--- config.mk ---
export PLATFORM = sky130hd
export DESIGN_NAME = sat_accum_adder
export DESIGN_NICKNAME = d
export VERILOG_FILES = /design/src/rtl/sat_accum_adder.sv
export SDC_FILE = /design/constraint.sdc
export NUM_CORES = 1
export LEC_CHECK = 0
export CAP_MARGIN = 10
export CORE_MARGIN = 1
export CORE_UTILIZATION = 40
export DETAILED_ROUTE_END_ITERATION = 8
export PLACE_DENSITY_LB_ADDON = 0.2
export RECOVER_POWER = 25
export REMOVE_ABC_BUFFERS = 1
export SYNTH_ARGS = -nofsm -noshare
export SYNTH_HDL_FRONTEND = slang
export SYNTH_SLANG_ARGS = --single-unit
--- constraint.sdc ---
create_clock -name clk -period 7.95 [get_ports clk]
set_clock_uncertainty 0.1 [all_clocks]
set_input_delay 0.795 -clock clk [delete_from_list [all_inputs] [get_ports clk]]
set_output_delay 0.795 -clock clk [all_outputs]
set_load 0.05 [all_outputs]
--- src/rtl/sat_accum_adder.sv ---
// Registered unsigned add/sub/accumulate/load unit with optional saturation,
// sticky overflow flag, transaction counter and a one-entry valid/ready output stage.
module sat_accum_adder #(
  parameter int unsigned WIDTH     = 8,
  parameter int unsigned SATURATE  = 1,
  parameter int unsigned CNT_WIDTH = 8
) (
  input  logic                 clk,
  input  logic                 rst,
  input  logic                 in_valid,
  output logic                 in_ready,
  input  logic [WIDTH-1:0]     a,
  input  logic [WIDTH-1:0]     b,
  input  logic [1:0]           mode,
  output logic                 out_valid,
  input  logic                 out_ready,
  output logic [WIDTH-1:0]     result,
  output logic                 carry,
  output logic                 sat_seen,
  output logic [CNT_WIDTH-1:0] count
);

  typedef enum logic [1:0] {
    ModeAdd  = 2'b00,
    ModeSub  = 2'b01,
    ModeAcc  = 2'b10,
    ModeLoad = 2'b11
  } mode_e;

  typedef enum logic {
    StEmpty = 1'b0,
    StFull  = 1'b1
  } state_e;

  state_e               r_state;
  state_e               w_state_next;
  logic [WIDTH-1:0]     r_result;
  logic                 r_carry;
  logic                 r_sat_seen;
  logic [CNT_WIDTH-1:0] r_count;
  logic [WIDTH-1:0]     r_acc;

  mode_e                w_mode;
  logic                 w_acc_fire;
  logic                 w_out_fire;
  logic [WIDTH:0]       w_sum;
  logic                 w_carry;
  logic [WIDTH-1:0]     w_final;

  assign w_mode     = mode_e'(mode);
  assign out_valid  = (r_state == StFull);
  // Ready looks straight through to out_ready so a held result can be swapped in one edge.
  assign in_ready   = !out_valid || out_ready;
  assign w_acc_fire = in_valid && in_ready;
  assign w_out_fire = out_valid && out_ready;

  assign result   = r_result;
  assign carry    = r_carry;
  assign sat_seen = r_sat_seen;
  assign count    = r_count;

  always_comb begin
    w_state_next = r_state;
    unique case (r_state)
      StEmpty: if (w_acc_fire) w_state_next = StFull;
      StFull:  if (w_out_fire && !w_acc_fire) w_state_next = StEmpty;
      default: w_state_next = StEmpty;
    endcase
  end

  // Bit WIDTH of the extended sum is the raw carry (ADD/ACC) or borrow (SUB).
  always_comb begin
    w_sum = '0;
    unique case (w_mode)
      ModeAdd:  w_sum = {1'b0, a} + {1'b0, b};
      ModeSub:  w_sum = {1'b0, a} - {1'b0, b};
      ModeAcc:  w_sum = {1'b0, r_acc} + {1'b0, a};
      ModeLoad: w_sum = {1'b0, a};
      default:  w_sum = '0;
    endcase
  end

  assign w_carry = w_sum[WIDTH];

  always_comb begin
    w_final = w_sum[WIDTH-1:0];
    if ((SATURATE != 0) && w_carry) begin
      w_final = (w_mode == ModeSub) ? '0 : '1;
    end
  end

  always_ff @(posedge clk) begin
    if (rst) begin
      r_state    <= StEmpty;
      r_result   <= '0;
      r_carry    <= 1'b0;
      r_sat_seen <= 1'b0;
      r_count    <= '0;
      r_acc      <= '0;
    end else begin
      r_state <= w_state_next;
      if (w_acc_fire) begin
        r_result <= w_final;
        r_carry  <= w_carry;
        r_count  <= r_count + CNT_WIDTH'(1);
        if (w_mode == ModeLoad) begin
          r_sat_seen <= 1'b0;
        end else if (w_carry) begin
          r_sat_seen <= 1'b1;
        end
        if ((w_mode == ModeAcc) || (w_mode == ModeLoad)) begin
          r_acc <= w_final;
        end
      end
    end
  end

endmodule

==> results of run 1 <==
[final cells by class]
class	count	area (µm²)	share of cell area
Clock buffer	3	41.3	0.0171
Inverter	20	75.1	0.0311
Sequential cell	27	541	0.224
Clock inverter	1	5.00	0.00207
Tap cell	54	67.6	0.0280
Timing Repair Buffer	41	410	0.170
Multi-Input combinational cell	200	1280	0.528
[path summary, 6_finish.rpt]
| path | end | start | slack (ps) | depth (start not counted) |
|---|---|---|---|---|
| worst min register to register | result[2] | result[2] | 360 | 2 |
| worst max-delay path | result[7] | mode[0] | 3690 | 12 |
| worst min-delay path | result[2] | result[2] | 360 | 2 |
| worst max register to register | result[7] | r_acc[1] | 5060 | 10 |
[cells in the mapped netlist, types with 7 or more instances]
library cell,n
o21ai_0,18
nor2_1,21
inv_1,20
ha_1,13
nand3b_1,10
nand2_1,30
o22ai_1,7
clkbuf_1,11
dfxtp_1,27
a21oi_1,29
xnor2_1,7
nand3_1,7
[power by group through the flow]
stage / clock, mW / sequential, mW / combinational [mW]
6_report: 0.0769 / 0.152 / 0.156
5_1_grt: 0.0851 / 0.153 / 0.171
4_1_cts: 0.0790 / 0.152 / 0.158
3_5_place_dp: 0 / 0.155 / 0.157
3_3_place_gp: 0 / 0.155 / 0.157
2_1_floorplan: 0 / 0.178 / 0.0863
[sequential cells by signal, summed over array words and instances (netlist names)]
register / cells
carry: 1
count: 8
out_valid: 1
r_acc: 8
result: 8
sat_seen: 1
[routing by layer]
| metal | wire length, µm | vias to the layer above | GRT usage |
|---|---|---|---|
| li1 | - | 978 | - |
| met5 | 0 | - | 0 |
| met2 | 2160 | 40 | 0.305 |
| met4 | 36 | 0 | 0.0327 |
| met3 | 187 | 4 | 0.0338 |
| met1 | 2310 | 862 | 0.261 |
[logic make-up (layout without fill, tap and decap cells)]
group           after synthesis  in the layout
flops                        27             27
fa+ha+maj                    14             14
xor+xnor                     13             13
compound gates               82             82
simple gates                 89             89
mux                           2              2
buf+inv                      33             65
[cells in the final DEF, fill, tap and decap left out, types with 3 or more instances in the layout]
| cell | synthesis | layout |
|---|---|---|
| a21oi_1 | 29 | 29 |
| a22oi_1 | 3 | 3 |
| clkbuf_8 | 0 | 3 |
| clkdlybuf4s50_1 | 0 | 32 |
| dfxtp_1 | 27 | 27 |
| dlygate4sd3_1 | 0 | 9 |
| ha_1 | 13 | 13 |
| inv_1 | 20 | 20 |
| nand2_1 | 30 | 30 |
| nand2b_1 | 4 | 4 |
| nand3_1 | 7 | 7 |
| nand3b_1 | 10 | 10 |
| nand4_1 | 4 | 4 |
| nor2_1 | 21 | 21 |
| nor2b_1 | 3 | 3 |
| o211ai_1 | 4 | 4 |
| o21ai_0 | 18 | 18 |
| o22ai_1 | 7 | 7 |
| o31a_1 | 4 | 4 |
| or3_1 | 3 | 3 |
| xnor2_1 | 7 | 7 |
| xor2_1 | 6 | 6 |
[worst max-delay path, delay by kind of cell]
kind / cells / cell delay (ps)
AO/OA/AOI/OAI: 7 / 1730
adder cells (fa/ha/maj): 2 / 780
buffers and inverters: 2 / 730
multiplexers: 1 / 250
[stage by stage]
| step | hold WS, ps | cell area (µm²) |
|---|---|---|
| final | 361 | 2420 |
| after global routing | 383 | 2420 |
| after CTS | 367 | 2420 |
| after detailed placement | 352 | 2370 |
| after global placement | 351 | 2370 |
| after floorplan | 331 | 1890 |
==> flow_summary.json, run 1 <==
{
  "run_status": "completed",
  "numPortBuffers": 41,
  "synth_top_family_by_area": "compound AO/OA/AOI/OAI gates",
  "drv_slew": 0,
  "swShare": 0.369,
  "finalSetupViolCount": 0,
  "fin_tns_setup_ps": 0,
  "path_class": "primary input to flop",
  "fillCellCount": 473,
  "place_inst": 342,
  "cts_setup_buffers": 0,
  "yosysSeqAreaShare": 0.277,
  "cpMaxStageDelayCell": "ha_1",
  "cp_max_fo": 16,
  "clk_pin_slew_worst_paths_ps": 90,
  "power_frac_seq": 0.394,
  "ant_nets": 0,
  "cp.arrival_ps": 4320,
  "h-tree-depth": 1,
  "async_reset_ff_frac": 0,
  "relSlewSlack": 0.310,
  "clk_root_buffer_cell": "clkbuf_8",
  "worstPathCellList": "clkdlybuf4s50_1 > ha_1 > inv_1 > o31a_1 > o22ai_1 > ha_1 > o211ai_1 > o21ai_0 > mux2i_1 > o2111ai_1 > a221oi_1 > o21ai_0",
  "ys_top_cells_by_area": "dfxtp_1, ha_1, a21oi_1",
  "cts.sinks": 27,
  "cts_made_buffers": 3,
  "crit_path_max_incr_delay_ps": 570,
  "viasPerCell": 5.45,
  "grt_pass1_wl_mm": 7.73,
  "syn_area_um2": 1950,
  "crit_path_start_kind": "primary input",
  "synth_compound_area_frac": 0.262,
  "grt_max_degree": 33,
  "io_pins": 42,
  "comb_power_share": 0.406,
  "layout.nets": 329,
  "p_int_mw": 0.243,
  "clockBufferDepth": 2,
  "stdcell_count": 346,
  "maxCapViolations": 0,
  "cts-resized-gates": 0,
  "powerDensity_nw_per_um2": 159,
  "synthXorXnorAreaFrac": 0.0584,
  "synth_ff_type": "dfxtp_1",
  "syn_inst": 260,
  "clk_latency_ps": 270,
  "place_hpwl_mm": 3.58,
  "synth_top_area_frac": 0.277,
  "fp.dieArea_um2": 5160,
  "critPathCaptureType": "flop",
  "synth_fa_ha_area_frac": 0.0937,
  "rows": 25,
  "yosysTopAreaCell": "dfxtp_1",
  "fin_ws_ps": 3690,
  "p_switching_mw": 0.142,
  "fp.dieH_um": 71.8,
  "synth_warnings": 0,
  "yosys.area_share.simple": 0.228,
  "coreArea_um2": 4690,
  "grt_overflow_total": 0,
  "final_layout_size_suffix_gt1_frac": 0.0308,
  "cts_tree": "done",
  "p_clk_frac": 0.200,
  "antenna_found_initial": 0,
  "timing.final.crit_period_ps": 4260,
  "synth.area.mux_share": 0.0122,
  "timing_worst_slew_pin_value_ps": 1030,
  "synth_edf_count": 0,
  "grt_use_total": 0.187,
  "area_delta_synth_final_pct": 23.9,
  "rsz0062_at_grt": "no",
  "post-route-period-util": 0.536,
  "drc_errors": 0,
  "hold_path_class": "flop to flop",
  "grt_pass1_vias": 1676,
  "antenna_cells": 0,
  "post-place-ws_ps": 3440,
  "ir_worst_vdd_mv": 0.152,
  "die_x_um": 71.8,
  "vias": 1884,
  "cts_hold_buf": 0,
  "power.leakage_nw": 0.942,
  "initial_core_util": 0.415,
  "synth_seq_cells": 27,
  "syn_area_per_cell_um2": 7.50,
  "drt-wirelength-per-cell_um": 13.5,
  "drt_wl_total_mm": 4.69,
  "p_total_mw": 0.385,
  "utilization": 0.515,
  "place_congestion": 0.833,
  "dr.pass1.iters": 5,
  "hold_viol": 0,
  "synth.distinct_cells": 43,
  "fmax_mhz": 235,
  "cp.required_ps": 8000,
  "drt_iter0_drc": 126
}
Power figures use the tool's default switching activity.
==> run 2, diff against run 1 <==
==> constraint.sdc (replaced) <==
create_clock -name clk -period 3.64 [get_ports clk]
set_clock_uncertainty 0.1 [all_clocks]
set_input_delay 0.364 -clock clk [delete_from_list [all_inputs] [get_ports clk]]
set_output_delay 0.364 -clock clk [all_outputs]
set_load 0.05 [all_outputs]
==> run 2 against run 1 <==
Via count increased by 2.5%. Largest cell class unchanged. Setup slack worse by 3400 ps. Largest power group unchanged. Critical path type unchanged. Clock power increased by 130%.
==> flow_summary.json, run 2 (synthesis results as in run 1) <==
{
  "initial_core_util": 0.415,
  "timing.final.crit_period_ps": 3360,
  "h-tree-depth": 1,
  "drt_iter0_drc": 157,
  "layout_commonest_cell": "clkdlybuf4s50_1",
  "fp.dieH_um": 71.8,
  "grt_pass1_vias": 1657,
  "hold_viol": 0,
  "crit_end": "r_acc[3]",
  "rsz0062_at_grt": "no",
  "utilization": 0.535,
  "stdcell_count": 359,
  "crit_path_start_kind": "primary input",
  "dr.pass1.iters": 5,
  "clockBufferDepth": 2,
  "path_class": "primary input to flop",
  "grt_max_degree": 28,
  "p_total_mw": 0.869,
  "rr_worst_depth": 10,
  "power.leakage_nw": 0.999,
  "final_layout_size_suffix_gt1_frac": 0.0689,
  "run_status": "completed",
  "fin_ws_ps": 281,
  "cp.arrival_ps": 3460,
  "clk_latency_ps": 280,
  "coreArea_um2": 4690,
  "viasPerCell": 5.38,
  "place_congestion": 0.874,
  "p_switching_mw": 0.322,
  "r2r-start": "r_acc[1]",
  "fp.dieArea_um2": 5160,
  "place_hpwl_mm": 3.71,
  "rows": 25,
  "drv_slew": 0,
  "drc_errors": 0,
  "antenna_cells": 0,
  "post-place-ws_ps": 25.3,
  "cts_made_buffers": 3,
  "worstHoldStart": "result[2]",
  "drt-wirelength-per-cell_um": 13.2,
  "cts_tree": "done",
  "r2r_slack_ps": 900,
  "mostFrequentLayoutCells": "clkdlybuf4s50_1, nand2_1, a21oi_1, dfxtp_1, nor2_1",
  "cts.sinks": 27,
  "relSlewSlack": 0.269,
  "fin_tns_setup_ps": 0,
  "crit_path_start": "mode[0]",
  "post-route-period-util": 0.923,
  "cts_setup_buffers": 0,
  "hold_depth": 2,
  "cp_max_fo": 7,
  "grt_overflow_total": 0,
  "antenna_found_initial": 0,
  "area_delta_synth_final_pct": 28.9,
  "comb_power_share": 0.416,
  "hold_path_class": "flop to flop",
  "place_inst": 355,
  "grt_use_total": 0.193,
  "p_clk_frac": 0.202,
  "p_int_mw": 0.547,
  "die_x_um": 71.8,
  "ant_nets": 0,
  "power_frac_seq": 0.382,
  "clk_root_buffer_cell": "clkbuf_8",
  "fmax_mhz": 298,
  "cts-resized-gates": 0,
  "critPathCaptureType": "flop",
  "swShare": 0.370,
  "grt_pass1_wl_mm": 7.96,
  "powerDensity_nw_per_um2": 346,
  "cp.required_ps": 3740,
  "io_pins": 42,
  "maxCapViolations": 0,
  "vias": 1931,
  "layout.nets": 342,
  "clk_pin_slew_worst_paths_ps": 90,
  "numPortBuffers": 41,
  "timing_worst_slew_pin_value_ps": 1100,
  "cts_hold_buf": 0,
  "ir_worst_vdd_mv": 0.261,
  "drt_wl_total_mm": 4.73,
  "finalSetupViolCount": 0,
  "rr_endpoint": "r_acc[3]"
}
-- run 2: layer usage --
layer  up-vias  routed length, µm  part of all wire  track usage
li1       1005                  -                 -            -
met1       878               2350              0.50        0.287
met2        44               2140              0.45        0.296
met3         4                228             0.048       0.0352
met4         0                 19            0.0040       0.0261
met5         -                  0                 0            0
-- run 2: power by group through the flow --
stage	logic, mW	registers (mW)	clock network (mW)
after floorplan	0.189	0.390	0
after global placement	0.361	0.340	0
after detailed placement	0.362	0.339	0
after CTS	0.364	0.333	0.182
after global routing	0.397	0.335	0.194
final	0.361	0.332	0.176
-- run 2: worst max-delay path: stages --
cell             delay (ps)
clkdlybuf4s50_1         510
inv_1                    60
ha_1                    330
o21ai_0                 180
ha_1                    190
inv_1                    50
fa_1                    400
nand2b_1                180
a21oi_1                 270
a31oi_4                 180
mux2i_2                 380
o31ai_1                 180
o21ai_0                 190
-- run 2: worst min-delay path by stage --
stage | endpoint | slack [ps]
final | result[2] | 360
after global routing | result[0] | 380
after CTS | result[2] | 360
after detailed placement | result[0] | 350
after global placement | result[2] | 350
after floorplan | r_acc[0] | 330
-- run 2: metrics by stage --
| stage | instance area (µm²) | hold slack [ps] |
|---|---|---|
| finish | 2510 | 358 |
| global route | 2510 | 378 |
| CTS | 2520 | 363 |
| detailed placement | 2470 | 350 |
| global placement | 2470 | 353 |
| floorplan | 1890 | 331 |
-- run 2: cell type report --
type | count | area, µm²
clock buffers | 3 | 41.3
clock inverters | 1 | 7.51
fillers | 458 | 2180
inverters | 20 | 75.1
multi-input cells | 200 | 1280
flip-flops and latches | 27 | 541
well taps | 54 | 67.6
repair buffers | 54 | 504
==> run 3, diff against run 2 <==
==> constraint.sdc (replaced) <==
create_clock -name clk -period 3 [get_ports clk]
set_clock_uncertainty 0.1 [all_clocks]
set_input_delay 0.3 -clock clk [delete_from_list [all_inputs] [get_ports clk]]
set_output_delay 0.3 -clock clk [all_outputs]
set_load 0.05 [all_outputs]
==> run 3 against run 2 <==
Cell area up 13%. Final cell count grew 7.2%. Total power rose by 30%. Sequential share of layout area shrank 2.5 points. Critical path type unchanged. First-iteration DRC count shrank 2.5%. Critical endpoint is now result[0]. Highest routed layer unchanged. Sequential cell count unchanged. Largest cell class unchanged. Setup slack lost 76 ps. Register-to-register slack lost 420 ps. Global-route usage up 1.4 points.
==> flow_summary.json, run 3 (synthesis results as in run 1) <==
{
  "critPathCaptureType": "flop",
  "cp_max_fo": 6,
  "clk_root_buffer_cell": "clkbuf_8",
  "layout_commonest_cell": "buf_4",
  "antenna_found_initial": 0,
  "drt_wl_total_mm": 5.08,
  "fp.dieH_um": 71.8,
  "rr_endpoint": "r_acc[2]",
  "crit_path_start_kind": "primary input",
  "h-tree-depth": 1,
  "clockBufferDepth": 2,
  "power.leakage_nw": 1.17,
  "fillCellCount": 437,
  "ant_nets": 0,
  "area_delta_synth_final_pct": 45.8,
  "final_area_um2": 2840,
  "final_layout_size_suffix_gt1_frac": 0.221,
  "post-route-period-util": 0.931,
  "cts_made_buffers": 3,
  "antenna_cells": 0,
  "grt_pass1_vias": 1933,
  "rows": 25,
  "maxCapViolations": 0,
  "ir_worst_vdd_mv": 0.251,
  "fmax_mhz": 358,
  "holdWs_ps": 364,
  "place_area_um2": 2650,
  "timing.final.crit_period_ps": 2790,
  "dr.pass1.iters": 4,
  "fp.dieArea_um2": 5160,
  "viasPerCell": 5.41,
  "finalSetupViolCount": 0,
  "cp.arrival_ps": 2910,
  "grt_overflow_total": 0,
  "place_congestion": 0.832,
  "grt_use_total": 0.207,
  "hold_path_class": "flop to flop",
  "drt_iter0_drc": 153,
  "relSlewSlack": 0.597,
  "utilization": 0.606,
  "numPortBuffers": 41,
  "r2r-start": "r_acc[1]",
  "cp.required_ps": 3110,
  "hold_path_end": "r_acc[0]",
  "powerDensity_nw_per_um2": 398,
  "stdcell_count": 385,
  "grt_max_degree": 32,
  "grt_pass1_wl_mm": 8.60,
  "path_class": "primary input to flop",
  "coreArea_um2": 4690,
  "run_status": "completed",
  "hold_depth": 2,
  "drc_errors": 0,
  "place_hpwl_mm": 3.85,
  "timing_worst_slew_pin_value_ps": 601,
  "post-place-ws_ps": -465,
  "place_inst": 379,
  "drv_slew": 0,
  "mostFrequentLayoutCells": "buf_4, clkdlybuf4s50_1, nand2_1, dfxtp_1, a21oi_1",
  "rr_worst_depth": 11,
  "io_pins": 42,
  "cts.sinks": 27,
  "layout.nets": 368,
  "clk_pin_slew_worst_paths_ps": 90,
  "die_x_um": 71.8,
  "clk_latency_ps": 280,
  "cts_tree": "done",
  "hold_viol": 0,
  "worstHoldStart": "r_acc[0]",
  "cts_hold_buf": 0,
  "fin_ws_ps": 206,
  "drt-wirelength-per-cell_um": 13.2,
  "vias": 2083,
  "initial_core_util": 0.415,
  "r2r_slack_ps": 480
}
-- run 3: power by group --
part,switching (mW),leakage (nW),internal [mW]
Combinational,0.283,0.927,0.236
Sequential,0.0179,0.221,0.386
Clock,0.116,0.0255,0.0932
-- run 3: area by class of cell --
type / count / area (µm²) / area share
Clock inverter: 1 / 5.00 / 0.00176
Tap cell: 54 / 67.6 / 0.0238
Inverter: 20 / 75.1 / 0.0264
Multi-Input combinational cell: 200 / 1400 / 0.493
Clock buffer: 3 / 41.3 / 0.0145
Sequential cell: 27 / 541 / 0.190
Timing Repair Buffer: 80 / 711 / 0.250
-- run 3: worst max path at each step --
stage	startpoint	to	slack, ps
after floorplan	mode[0]	r_acc[7]	-20
after global placement	mode[0]	result[7]	-420
after detailed placement	mode[0]	result[7]	-470
after CTS	mode[0]	result[6]	-20
after global routing	mode[1]	r_acc[3]	-20
final	b[0]	result[0]	210
-- run 3: repair_timing --
item,4_1_cts,5_1_grt
cloned,0,0
endpoints found under the hold margin,0,0
pin swaps,12,11
resized for setup,29,15
setup buffers,0,2
endpoints found under the setup margin,18,18
-- run 3: metal layers --
| layer | vias to the layer above | routed length, µm | share of wire | global-route usage |
|---|---|---|---|---|
| met1 | 966 | 2370 | 0.47 | 0.291 |
| met5 | - | 0 | 0 | 0 |
| li1 | 1064 | - | - | - |
| met4 | 0 | 86 | 0.017 | 0.0479 |
| met2 | 44 | 2440 | 0.48 | 0.334 |
| met3 | 9 | 187 | 0.037 | 0.0323 |
-- run 3: critical path, cell delays in order --
cell	delay, ps
dlygate4sd2_1	250
inv_2	70
ha_2	190
nor3b_4	290
nand2_1	100
a32oi_1	190
o22ai_1	110
ha_1	300
nand2_1	100
o21ai_2	80
a31oi_4	250
mux2i_2	270
buf_4	180
nand3_2	80
a21oi_2	130
-- run 3: through the flow --
stage / TNS [ps] / total power, mW
CTS: -76.4 / 1.11
floorplan: -42.9 / 0.702
detailed placement: -7210 / 0.888
global route: -67.0 / 1.20
finish: 0 / 1.13
global placement: -6580 / 0.884
